### config.mk
export PLATFORM = sky130hd
export DESIGN_NAME = alu_op_dispatch
export DESIGN_NICKNAME = d
export VERILOG_FILES = /design/src/rtl/alu_op_dispatch.sv
export SDC_FILE = /design/constraint.sdc
export NUM_CORES = 1
export LEC_CHECK = 0
export BUFFER_PORTS_ARGS = -buffer_cell sky130_fd_sc_hd__buf_2
export CELL_PAD_IN_SITES_DETAIL_PLACEMENT = 1
export CELL_PAD_IN_SITES_GLOBAL_PLACEMENT = 1
export CORE_ASPECT_RATIO = 1.75
export CORE_MARGIN = 2
export CORE_UTILIZATION = 29
export DETAILED_ROUTE_END_ITERATION = 8
export PLACE_DENSITY = 0.7
export SLEW_MARGIN = 20
export SYNTH_ARGS = -nofsm -noshare
export SYNTH_HDL_FRONTEND = slang
export SYNTH_SLANG_ARGS = --single-unit
### constraint.sdc
create_clock -name clk -period 1.44 [get_ports clk]
set_input_delay 0.216 -clock clk [delete_from_list [all_inputs] [get_ports clk]]
set_output_delay 0.216 -clock clk [all_outputs]
set_load 0.01 [all_outputs]
### src/rtl/alu_op_dispatch.sv
// Command dispatcher for a bank of gated op units: one command in, one captured result out.
// Optional feature: define ALU_DISPATCH_ZERO_FLAG_EN to add the res_zero output.
module alu_op_dispatch #(
    parameter int W         = 4,
    parameter int OUT_W     = 8,
    parameter int NUM_UNITS = 4,
    parameter int SETTLE    = 1
) (
    input  logic                       clk,
    input  logic                       rst_n,
    input  logic                       cmd_valid,
    output logic                       cmd_ready,
    input  logic [1:0]                 cmd_op,
    input  logic [W-1:0]               cmd_a,
    input  logic [W-1:0]               cmd_b,
    output logic [NUM_UNITS-1:0]       unit_en,
    output logic [W-1:0]               unit_a,
    output logic [W-1:0]               unit_b,
    input  logic [NUM_UNITS*OUT_W-1:0] unit_out,
    output logic                       res_valid,
    input  logic                       res_ready,
    output logic [OUT_W-1:0]           res_data,
    output logic                       res_err
`ifdef ALU_DISPATCH_ZERO_FLAG_EN
    ,
    output logic                       res_zero
`endif
);

    if (SETTLE < 1) begin : g_bad_settle
        $error("alu_op_dispatch: SETTLE must be >= 1");
    end

    localparam int CW = (SETTLE > 1) ? $clog2(SETTLE) : 1;

    typedef enum logic [1:0] {IDLE, ISSUE, HOLD} state_t;

    state_t                 state_q, state_d;
    logic [CW-1:0]          cnt_q, cnt_d;
    logic [1:0]             op_q, op_d;
    logic [NUM_UNITS-1:0]   en_q, en_d;
    logic [W-1:0]           a_q, a_d, b_q, b_d;
    logic                   valid_q, valid_d;
    logic [OUT_W-1:0]       data_q, data_d;
    logic                   err_q, err_d;
    logic                   zero_q, zero_d;
    logic                   cmd_legal, op_legal;
    logic [OUT_W-1:0]       sel_out;

    assign cmd_legal = (int'(cmd_op) < NUM_UNITS);
    assign op_legal  = (int'(op_q) < NUM_UNITS);

    // Illegal opcodes never match a slice, so they capture zero.
    always_comb begin
        sel_out = '0;
        for (int i = 0; i < NUM_UNITS; i++) begin
            if (int'(op_q) == i) sel_out = unit_out[i*OUT_W +: OUT_W];
        end
    end

    // Handshakes: a transfer happens on a rising edge where valid and ready are both 1;
    // cmd_ready is high only in IDLE, res_valid holds with stable data until res_ready.
    always_comb begin
        state_d = state_q;
        cnt_d   = cnt_q;
        op_d    = op_q;
        en_d    = en_q;
        a_d     = a_q;
        b_d     = b_q;
        valid_d = valid_q;
        data_d  = data_q;
        err_d   = err_q;
        zero_d  = zero_q;
        case (state_q)
            IDLE: begin
                if (cmd_valid) begin
                    a_d     = cmd_a;
                    b_d     = cmd_b;
                    op_d    = cmd_op;
                    cnt_d   = CW'(SETTLE - 1);
                    en_d    = cmd_legal ? (NUM_UNITS'(1) << cmd_op) : '0;
                    state_d = ISSUE;
                end
            end
            ISSUE: begin
                if (cnt_q != '0) begin
                    cnt_d = cnt_q - CW'(1);
                end else begin
                    data_d  = sel_out;
                    err_d   = !op_legal;
                    zero_d  = (sel_out == '0);
                    valid_d = 1'b1;
                    en_d    = '0;
                    state_d = HOLD;
                end
            end
            HOLD: begin
                if (res_ready) begin
                    valid_d = 1'b0;
                    state_d = IDLE;
                end
            end
            default: state_d = IDLE;
        endcase
    end

    always_ff @(posedge clk or negedge rst_n) begin
        if (!rst_n) begin
            state_q <= IDLE;
            cnt_q   <= '0;
            op_q    <= '0;
            en_q    <= '0;
            a_q     <= '0;
            b_q     <= '0;
            valid_q <= 1'b0;
            data_q  <= '0;
            err_q   <= 1'b0;
            zero_q  <= 1'b0;
        end else begin
            state_q <= state_d;
            cnt_q   <= cnt_d;
            op_q    <= op_d;
            en_q    <= en_d;
            a_q     <= a_d;
            b_q     <= b_d;
            valid_q <= valid_d;
            data_q  <= data_d;
            err_q   <= err_d;
            zero_q  <= zero_d;
        end
    end

    assign cmd_ready = (state_q == IDLE);
    assign unit_en   = en_q;
    assign unit_a    = a_q;
    assign unit_b    = b_q;
    assign res_valid = valid_q;
    assign res_data  = data_q;
    assign res_err   = err_q;
`ifdef ALU_DISPATCH_ZERO_FLAG_EN
    assign res_zero  = zero_q;
`else
    logic unused_zero;
    assign unused_zero = zero_q;
`endif

endmodule
==> results.md, run 1 <==
Status:
- The run finished with clean final reports.

CTS:
- The total number of H-tree levels is 1.
- TritonCTS created 3 clock buffers.
- The clock reaches the later pin of the worst-skew pair after 0.27 ns.
- The clock net in this run drives a total of 25 sinks.
- After clock tree synthesis, the clock-pin slew on the worst setup and hold paths is 0.08 ns.
- TritonCTS built the clock tree.
- The root buffer cell is clkbuf_8.
- Buffers added to address setup during post-CTS repair amount to 0.
- The maximum number of buffers from clock root to sink is 2.

Floorplan:
- The vertical die dimension is 88.0 um.
- The core outline area is around 3900 um^2.
- In this run the count of I/O pins placed on the die edge is 69.
- The die covers 4580 um^2.
- The starting density of the core is 30.3%.
- The width of the die is 52.0 um.
- The count of standard-cell rows is 30.

Drt:
- Dividing the detail-routed wire length by the instance count gives 15.3 um.
- For this run, the detailed router's first-pass iteration total came to 4.
- The remaining design rule violation count is 0.
- The count of routing violations after the opening detailed-route iteration is 10.
- The overall via count from detail_route is 935.
- The detail-routed via count per cell is 4.70.
- The count of nets left with antenna violations once routing finished came out at 0.
- The final layout contains routed wiring with a total length of 3.04 mm.

Cells and area:
- In the final layout, the share of cells above drive strength 1 is 68.2%.
- The fill cell instance count of the final layout is between 400 and 500.
- The finished cells cover about 1600 um^2.
- The library cell used most frequently in the layout, excluding fill and tap cells, is buf_2.
- For this run, the post-layout net count is 198.
- From synthesis to final layout, the design area changed by 40.5%.
- The number of antenna diodes in the final layout is 0.
- In the layout the commonest cells are buf_2 (67), dfrtp_1 (25), mux2_2 (16).

Synth:
- After technology mapping, the gate count stands at 79.
- The number of storage elements in the synthesis netlist is 25.
- The sequential fraction of the synthesis area is 53.5%.
- The number of warnings reported in the yosys synthesis log is 0.
- The post-synth net total is 125.
- Counting distinct cell types in the post-synthesis netlist gives 18.
- The mapped netlist covers 1170 um^2.
- A synthesized cell averages 14.8 um^2.

GRT:
- The first-pass GRT wire length is 4.64 mm.
- The maximum number of pins on one net before global-route repair is 26.
- The via count of the first global-routing pass is 1008.
- The number of antenna violations at the first check in global routing is 0.
- After global routing the overflow that remains totals 0.
- Global routing consumed, over all layers together, 13.9% of the routing resources.

STA:
- The final number of max-transition violations is 0.
- Based on the critical path, the design can be clocked at up to around 710 MHz.
- The routed design could run at a clock period as short as between 1 and 1.5 ns.
- Setup violations remaining at the end of the flow were counted as 0.
- For the pin with the worst max-slew slack, the measured transition is ~0.56 ns.
- The final hold violation count is 0.
- Setup repair after global routing could not meet its margin everywhere.
- Headroom to the max-slew limit came out at 62.9%.
- Dividing the final minimum period by the clock period gives 97.8%.
- The maximum clock skew at final layout is 0.00631 ns.

Power:
- Net switching is 33.4% of the power.
- The cell-internal power is 2160 uW.
- The total power after layout is 3240 uW.
- For this design the static power due to leakage is 0.000814 uW.
- The net load switching power is 1080 uW.
- The largest voltage drop on the vdd net is slightly above 900 uV.
- The combinational fraction of design power is 48.6%.
- For this design the ratio of total power to cell area is 1970 nW/um^2.
- The share of total power dissipated in the clock network is 12.5%.
- The share of total power dissipated in sequential elements is 38.9%.

Place:
- In this run the tool buffered the top-level ports with 67 buffer cells.
- At the end of routability-driven placement, the weighted congestion stood at 0.731.
- Detailed placement finished with a half-perimeter wire length of 2.47 mm.
- Once placement finished, the instance area stood at 1580 um^2.

Critical path:
- In this run the worst path has a maximum fanout of 9.
- The critical path arrival is 1.57 ns.
- The worst setup path is captured at a flop.
- The type of the worst setup path is flop to flop.
- Data on the critical path is required at its endpoint by 1.60 ns.
- The startpoint class of the critical path is a flop.

Hold path:
- The class of the most critical hold timing path is input pin to flop.

Job:
- The reported max-cap violation count is 0.
-- worst paths after layout --
| kind | end | slack (ns) | cells past startpoint | start |
|---|---|---|---|---|
| setup reg to reg | res_data[0] | 0.03 | 3 | op_q[0] |
| setup / recovery | res_data[0] | 0.03 | 3 | op_q[0] |
| hold / removal | state_q[1] | 0.16 | 2 | res_ready |
| hold reg to reg | unit_en[0] | 0.51 | 2 | unit_en[0] |
| max in group asynchronous | res_data[2] | 0.61 | 2 | rst_n |
| min in group asynchronous | unit_a[3] | 0.46 | 2 | rst_n |
-- flip-flops by register name, summed over array words and instances, names as in the netlist --
| name | count |
|---|---|
| op_q | 2 |
| res_data | 8 |
| res_valid | 1 |
| unit_a | 4 |
| unit_en | 4 |
| state_q | 2 |
| unit_b | 4 |
-- cells by family (layout without fill, tap and decap cells) --
kind of cell	count (synthesis)	count (layout)	synth area share, %
flip-flops	25	25	53.5
other	1	1	0.321
AO/OA/AOI/OAI	7	7	3.21
AND/OR/NAND/NOR	12	12	5.56
buffers and inverters	8	80	4.39
multiplexers	26	26	33.0
-- worst max-delay path, stage by stage, from the launching register on --
cell and delay (ns):
dfrtp_1 0.38, buf_12 0.15, mux4_2 0.50, mux2_2 0.27
-- timing repair --
| action | in CTS | in global routing |
|---|---|---|
| hold endpoints to repair | 25 | 0 |
| endpoints found under the setup margin | 0 | 8 |
| hold buffers | 1 | 0 |
| gates resized for setup | 0 | 3 |
-- through the flow --
stage	setup slack, ns	hold slack [ns]	cells	util (%)	setup TNS [ns]
after CTS	0.0180	0.146	199	42.3	0
after detailed placement	0.0297	0.234	194	40.8	0
after global placement	0.0707	0.225	194	40.8	0
after floorplan	-0.00611	-0.0796	79	-	-0.00611
after global routing	-0.00734	0.163	199	42.5	-0.0137
final	0.0317	0.155	199	42.5	0
-- Yosys cell counts, drive strengths merged --
master   n  share of area, %
conb     1              0.32
mux4     8                15
or3b     1              0.75
nand2b   4               2.1
inv      2              0.64
buf      5               3.4
a21oi    2              0.86
nand2    2              0.64
nor2     1              0.32
o31ai    1              0.64
mux2    18                18
nand3    4               1.7
o21ai    4               1.7
dfrtp   25                53
clkbuf   1              0.32
-- routing by layer --
| metal | up-vias | global-route usage (%) | share of wire (%) |
|---|---|---|---|
| li1 | 427 | - | - |
| met1 | 473 | 14.8 | 35 |
| met2 | 31 | 25.1 | 58 |
| met3 | 4 | 2.73 | 5.2 |
| met4 | 0 | 7.18 | 1.7 |
| met5 | - | 0 | 0 |
-- power groups by stage --
stage | Sequential [uW] | Combinational [uW] | Clock [uW]
after global placement | 1250 | 1520 | 0
after CTS | 1260 | 1590 | 427
after detailed placement | 1280 | 1580 | 0
final | 1260 | 1580 | 406
after global routing | 1300 | 1720 | 444
after floorplan | 1350 | 872 | 0
-- area by class of cell --
| type | instances | area, um^2 | share of cell area, % |
|---|---|---|---|
| flip-flops and latches | 25 | 626 | 38.1 |
| multi-input cells | 46 | 499 | 30.4 |
| repair buffers | 74 | 407 | 24.7 |
| well taps | 48 | 60.1 | 3.65 |
| clock buffers | 4 | 45.0 | 2.74 |
| inverters | 2 | 7.51 | 0.457 |
(Power assumes the default switching activity.)
==> run 2: changes to the inputs <==
--- a/config.mk
+++ b/config.mk
@@ -12,7 +12,7 @@
 export CORE_MARGIN = 2
 export CORE_UTILIZATION = 29
 export DETAILED_ROUTE_END_ITERATION = 8
-export PLACE_DENSITY = 0.7
+export PLACE_DENSITY = 0.82
 export SLEW_MARGIN = 20
 export SYNTH_ARGS = -nofsm -noshare
 export SYNTH_HDL_FRONTEND = slang
==> constraint.sdc (replaced) <==
create_clock -name clk -period 1.44 [get_ports clk]
set_input_delay 0.216 -clock clk [delete_from_list [all_inputs] [get_ports clk]]
set_output_delay 0.216 -clock clk [all_outputs]
set_load 0.1 [all_outputs]
==> run 2 against run 1 <==
  * Register-to-register slack got worse by 0.03 ns
  * Fmax shrank 1.8%
  * Critical path depth stayed put
==> results.md, run 2 (synthesis gave the netlist of run 1 again) <==
CTS:
- No sink is reached through more buffers than the 2 on the longest clock path.
- The root buffer cell is clkbuf_8.
- The CTS tree is built.
- The clock reaches the later pin of the worst-skew pair after 0.26 ns.
- Once the clock tree was built, the setup fixing pass inserted 0 buffers.
- After clock tree synthesis, the clock-pin slew on the worst setup and hold paths is ~0.080 ns.
- CTS built an H-tree with a depth of 1.
- The clock buffer count from CTS is 3.
- CTS saw 25 sinks.

Floorplan:
- Once the floorplan was initialized, standard cells occupied 30.3% of the core.
- The count of standard-cell rows is 30.
- The vertical die dimension is 88.0 um.
- The width of the die is 52.0 um.
- The die area is 4580 um^2.
- The region available for standard cell placement spans between 3000 and 4000 um^2.
- Pin placement for this block handled slightly below 70 I/O pins.

Critical path:
- The beginning of the critical path is op_q[0].
- The endpoint identified for the worst register-to-register timing path is res_data[6].
- The startpoint class of the critical path is a flop.
- The data required time at the worst endpoint is 1.59 ns.
- In this run the worst path has a maximum fanout of 3.
- The worst reg2reg path depth is 3.
- The capturing element of the worst setup path is res_data[6].
- Data on the critical path arrives at its endpoint at around 1.6 ns.
- On the critical path, the stage with the largest delay is an instance of mux4_2.
- The type of the worst setup path is flop to flop.
- In this run the register-to-register setup slack is ~0.0063 ns.
- For this run, the slowest stage of the critical path takes 0.49 ns.
- STA classifies the critical path endpoint as a flop.
- The startpoint of the worst register-to-register path is op_q[0].
- The critical path goes through buf_6 > mux4_2 > mux2_4.

Cells and area:
- The final design instance area without fill is about 1700 um^2.
- The number of non-filler instances in the completed layout is 200.
- The flip-flop count of the largest register, all copies and words added is 8.
- The antenna diode instance count is 0.
- The most common cell after layout, fill and taps aside is buf_2.
- The net count of the finished layout is 199.
- Of the cells placed in the final design, the portion with a size suffix greater than 1 is 71.1%.
- From synthesis to final layout, the design area changed by 44.5%.
- Leaving out fill and tap cells, the most frequent cells in the layout are buf_2 (66), dfrtp_1 (24), mux2_2 (16).

STA:
- Setup repair after global routing could not meet its margin everywhere.
- The pin slew with the least headroom to its limit is 0.543 ns.
- Static timing analysis puts the maximum clock frequency at 697 MHz.
- Setup violations remaining at the end of the flow were counted as 0.
- The final number of max-transition violations is 0.
- The maximum clock skew at final layout is 0.00469 ns.
- The routed design could run at a clock period as short as 1.43 ns.
- The worst-case headroom to the max-slew limit is a little under two thirds.
- The final hold violation count is 0.
- In the finished design, the share of the clock period the worst path needs comes to 99.6%.

GRT:
- Global routing finished with a remaining overflow of 0.
- The first global-routing pass estimated 5.05 mm of wire.
- Entering global routing, the biggest net connects 26 pins.
- The via count of the first global-routing pass is 1094.
- The global-route usage over all layers is 15.1%.
- The number of antenna violations at the first check in global routing is 0.

Drt:
- In this run the remaining antenna-violating nets after routing total 0.
- The post-detailed-route wirelength per cell is approximately 16 um.
- Before antenna repair, the detailed router went through 4 iterations.
- The detailed-route wire length is 3.26 mm.
- The routed layout has 968 vias.
- The count of routing violations after the opening detailed-route iteration is 11.
- The remaining design rule violation count is 0.
- The detail-routed via count per cell is 4.84.

Hold path:
- The worst hold path begins at res_ready.
- Along the worst hold path, the cell count comes to 2.
- The path class of the tightest hold or removal check is input pin to flop.

Place:
- The half-perimeter wire length after placement is between 2 and 3 mm.
- Summing all placed instances gives a cell area of 1600 um^2.
- The global placer's final weighted congestion is between 0.7 and 0.8.
- In this run the tool buffered the top-level ports with 67 buffer cells.
- The count of placed standard cells including taps is 195.

Status:
- The flow ran to the end, and the final reports show no timing, DRC or antenna violations.

Job:
- Max-cap violations in this run came to 0.
==> run 2: changes by cell type in the layout (fill, tap and decap cells not counted), sizes merged <==
cell / previous run / this run
buf: 73 / 74
clkinv: 0 / 1
clkbuf: 4 / 3
==> run 2: layer usage <==
metal	routed length [um]	share of wire (%)	vias up	track usage [%]
li1	-	-	429	-
met1	957	29	494	14.4
met2	2040	63	33	28.7
met3	95	2.9	12	1.71
met4	159	4.9	0	10.3
met5	0	0	-	0
==> run 2: timing repair <==
item,4_1_cts,5_1_grt
endpoints found under the hold margin,25,0
resized for setup,1,8
endpoints found under the setup margin,9,18
hold buffers,1,0
pin swaps,0,0
==> run 2: final cells by class <==
class,count,area (um^2)
clock buffers,3,41.3
multi-input cells,46,509
flip-flops and latches,25,627
well taps,48,60.1
inverters,2,7.51
repair buffers,75,440
fillers,441,2180
clock inverters,1,5.00
==> run 2: through the flow <==
stage	hold WS, ns	setup TNS (ns)	utilization [%]	setup WS, ns
4_1_cts	0.169	-0.0522	43.0	-0.0164
2_1_floorplan	-0.0796	-0.0166	-	-0.0166
3_5_place_dp	0.242	-0.0679	41.5	-0.0186
5_1_grt	0.165	-0.0597	43.7	-0.0158
3_3_place_gp	0.214	0	41.5	0.0167
6_report	0.168	0	43.7	0.00628
==> run 2: how the worst min path moves through the flow <==
stage | slack, ns | to
after floorplan | -0.08 | op_q[0]
after detailed placement | 0.24 | unit_a[0]
final | 0.17 | state_q[1]
after global routing | 0.17 | state_q[1]
after CTS | 0.17 | state_q[1]
after global placement | 0.21 | unit_a[2]
==> run 2: critical path: cells and delay by family, from the launching register on <==
| kind | cells | cell delay, ns |
|---|---|---|
| buf+inv | 1 | 0.13 |
| mux | 2 | 0.77 |
| flops | 1 | 0.42 |
Power of run 2 is left out: the tool's default activity adds up to more than one toggle a clock period on the data nets, which glitch-free logic cannot reach.
==> run 3: changes to the inputs <==
--- a/config.mk
+++ b/config.mk
@@ -13,6 +13,7 @@
 export CORE_UTILIZATION = 29
 export DETAILED_ROUTE_END_ITERATION = 8
 export PLACE_DENSITY = 0.82
+export SETUP_SLACK_MARGIN = 0.5
 export SLEW_MARGIN = 20
 export SYNTH_ARGS = -nofsm -noshare
 export SYNTH_HDL_FRONTEND = slang
==> run 3 against run 2 <==
  * The run now ends with hold timing, setup timing left
  * Final cell count grew 9.0%
  * Routed wire length grew 30%
  * Critical endpoint is now res_data[5]
  * Worst setup slack lost 0.035 ns
  * Via count grew 8.4%
  * First-iteration DRC count grew 64%
  * Register-to-register slack lost 0.03 ns
  * Utilization grew 16 points
  * Sequential share of layout area shrank 8.6 points
==> results.md, run 3 (synthesis gave the netlist of run 1 again) <==
Critical path:
- The category of cells accounting for the largest share of critical-path delay is multiplexers.
- Data on the critical path is required at its endpoint by 1.59 ns.
- The worst register-to-register path has a setup slack of -0.03 ns.
- The worst setup path is launched from a flop.
- The type of the worst setup path is flop to flop.
- The critical path arrival is around 1.6 ns.
- The total buffers and inverters traversed by the critical path is 1.
- Traced cell by cell, the critical path runs through buf_12 > mux4_2 > mux2_4.
- The capturing element type of the critical path is a flop.
- The highest cell delay on the worst timing path is 0.50 ns.
- Of all nets on the critical path, the largest fanout is 8.
- The worst-path cell with the longest stage delay is mux4_2.

Cells and area:
- The final design instance area without fill is approximately 2300 um^2.
- The number of nets in the layout is approximately 220.
- The register with the most flip-flops in the layout has 8 of them.
- The count of cells in the finished layout, fillers not included, comes to ~220.
- The library cells used most frequently in the layout, excluding fill and tap cells, are buf_2 (45), buf_12 (24), dfrtp_2 (20).
- From synthesis to final layout, the design area changed by 96.6%.
- The most common cell after layout, fill and taps aside is buf_2.
- In the final layout, the share of cells above drive strength 1 is approximately nine tenths.
- The repair_antennas step left the layout with diodes totalling 0.

STA:
- The pin slew with the least headroom to its limit is ~0.56 ns.
- The worst path in the final design needs a cycle of 1.47 ns, including I/O delays and setup.
- The worst hold slack is -0.0689 ns.
- The clock arrives with 0.00302 ns of skew.
- Based on the critical path, the design can be clocked at up to 681 MHz.
- The part of the cycle the worst path needs is 102%.
- The final number of max-transition violations is 0.
- Setup repair after global routing could not meet its margin everywhere.
- The final hold violation count is 25.
- Across all setup checks in the final design, the least slack found is -0.0287 ns.
- The number of endpoints failing setup at the final stage is 5.
- The worst-case headroom to the max-slew limit is between 60% and 70%.
- In the final timing run, aggregate negative setup slack is -0.0974 ns.

GRT:
- The total congestion overflow is 0.
- The global-route usage over all layers is 19.5%.
- The number of antenna violations at the first check in global routing was 0.
- The via count of the first global-routing pass is 1235.
- The first global-routing pass estimated roughly 6.3 mm of wire.
- The maximum number of pins on one net before global-route repair is 26.

Drt:
- For this block, the via count after detailed routing is 1049.
- The detailed-route wire length is 4.23 mm.
- In the final routed layout, each cell accounts on average for just under 20 um.
- The remaining design rule violation count is 0.
- The detail-routed via count per cell is 4.81.
- The count of routing violations after the opening detailed-route iteration is 18.
- Before antenna repair, the detailed router went through 2 iterations.
- The remaining antenna violation count after routing is 0.

Floorplan:
- The width of the die is 52.0 um.
- The region available for standard cell placement spans between 3000 and 4000 um^2.
- During I/O placement, the number of pins put on the boundary was 69.
- The initial utilization of the core area, before any placement, comes to a little over 30%.
- The die is 88.0 um tall.
- Row generation in the floorplan step produced 30 rows.
- The floorplan step defined a die boundary enclosing 4580 um^2.

CTS:
- The root buffer cell is clkbuf_8.
- The clock sink total is 25.
- At the later pin of the worst-skew pair, clock insertion delay measures 0.26 ns.
- TritonCTS built the clock tree.
- The maximum number of buffers from clock root to sink is 2.
- Counting the buffers created by CTS gives 3.
- CTS built an H-tree with a depth of 1.
- After clock tree synthesis, the clock-pin slew on the worst setup and hold paths is 0.09 ns.

Hold path:
- The min-delay analysis places its worst path in the category input pin to asynchronous set/reset pin.

Place:
- The half-perimeter wire length after placement is 2.69 mm.
- The number of buffer cells added on primary ports is between 60 and 70.
- The count of placed standard cells including taps is 194.
- The post-detailed-placement cell area is 1630 um^2.
- The congestion estimate from routability-driven global placement came to 0.748.

Status:
- The run finished, with violations left.
- The final reports fail on hold timing, setup timing.

Job:
- The reported max-cap violation count is 0.
-- run 3: metal layers --
layer / vias up / wire [um] / track usage, %
met5: - / 0 / 0
met4: 0 / 105 / 8.13
met3: 8 / 119 / 1.19
met2: 39 / 2710 / 38.2
met1: 534 / 1290 / 20.3
li1: 468 / - / -
-- run 3: repair_timing --
item | in CTS | in global routing
resized for setup | 123 | 6
cloned | 2 | 0
setup endpoints to repair | 46 | 47
pin swaps | 5 | 0
setup buffers | 13 | 5
endpoints found under the hold margin | 25 | 25
-- run 3: layout make-up --
type	instances	area [um^2]
tap	48	60.1
fill	385	1570
clock buffer	3	41.3
clock inverter	1	7.51
inverter	2	7.51
sequential	25	654
multi-input combinational	47	617
timing repair buffer	92	912
-- run 3: worst paths after layout --
kind / startpoint / end / cells past startpoint
hold / removal: rst_n / unit_b[2] / 1
min in group clk: res_ready / state_q[1] / 2
hold reg to reg: unit_a[3] / unit_a[3] / 1
setup / recovery: op_q[0] / res_data[5] / 3
max in group asynchronous: rst_n / res_valid / 1
setup reg to reg: op_q[0] / res_data[5] / 3
-- run 3: per-stage QoR --
| step | utilization, % | setup WS [ns] |
|---|---|---|
| CTS | 57.8 | -0.0202 |
| global placement | 42.0 | 0.0563 |
| global route | 59.5 | -0.0818 |
| detailed placement | 42.0 | -0.0219 |
| floorplan | - | -0.0166 |
| finish | 59.5 | -0.0287 |
Power of run 3 is left out for the same reason.
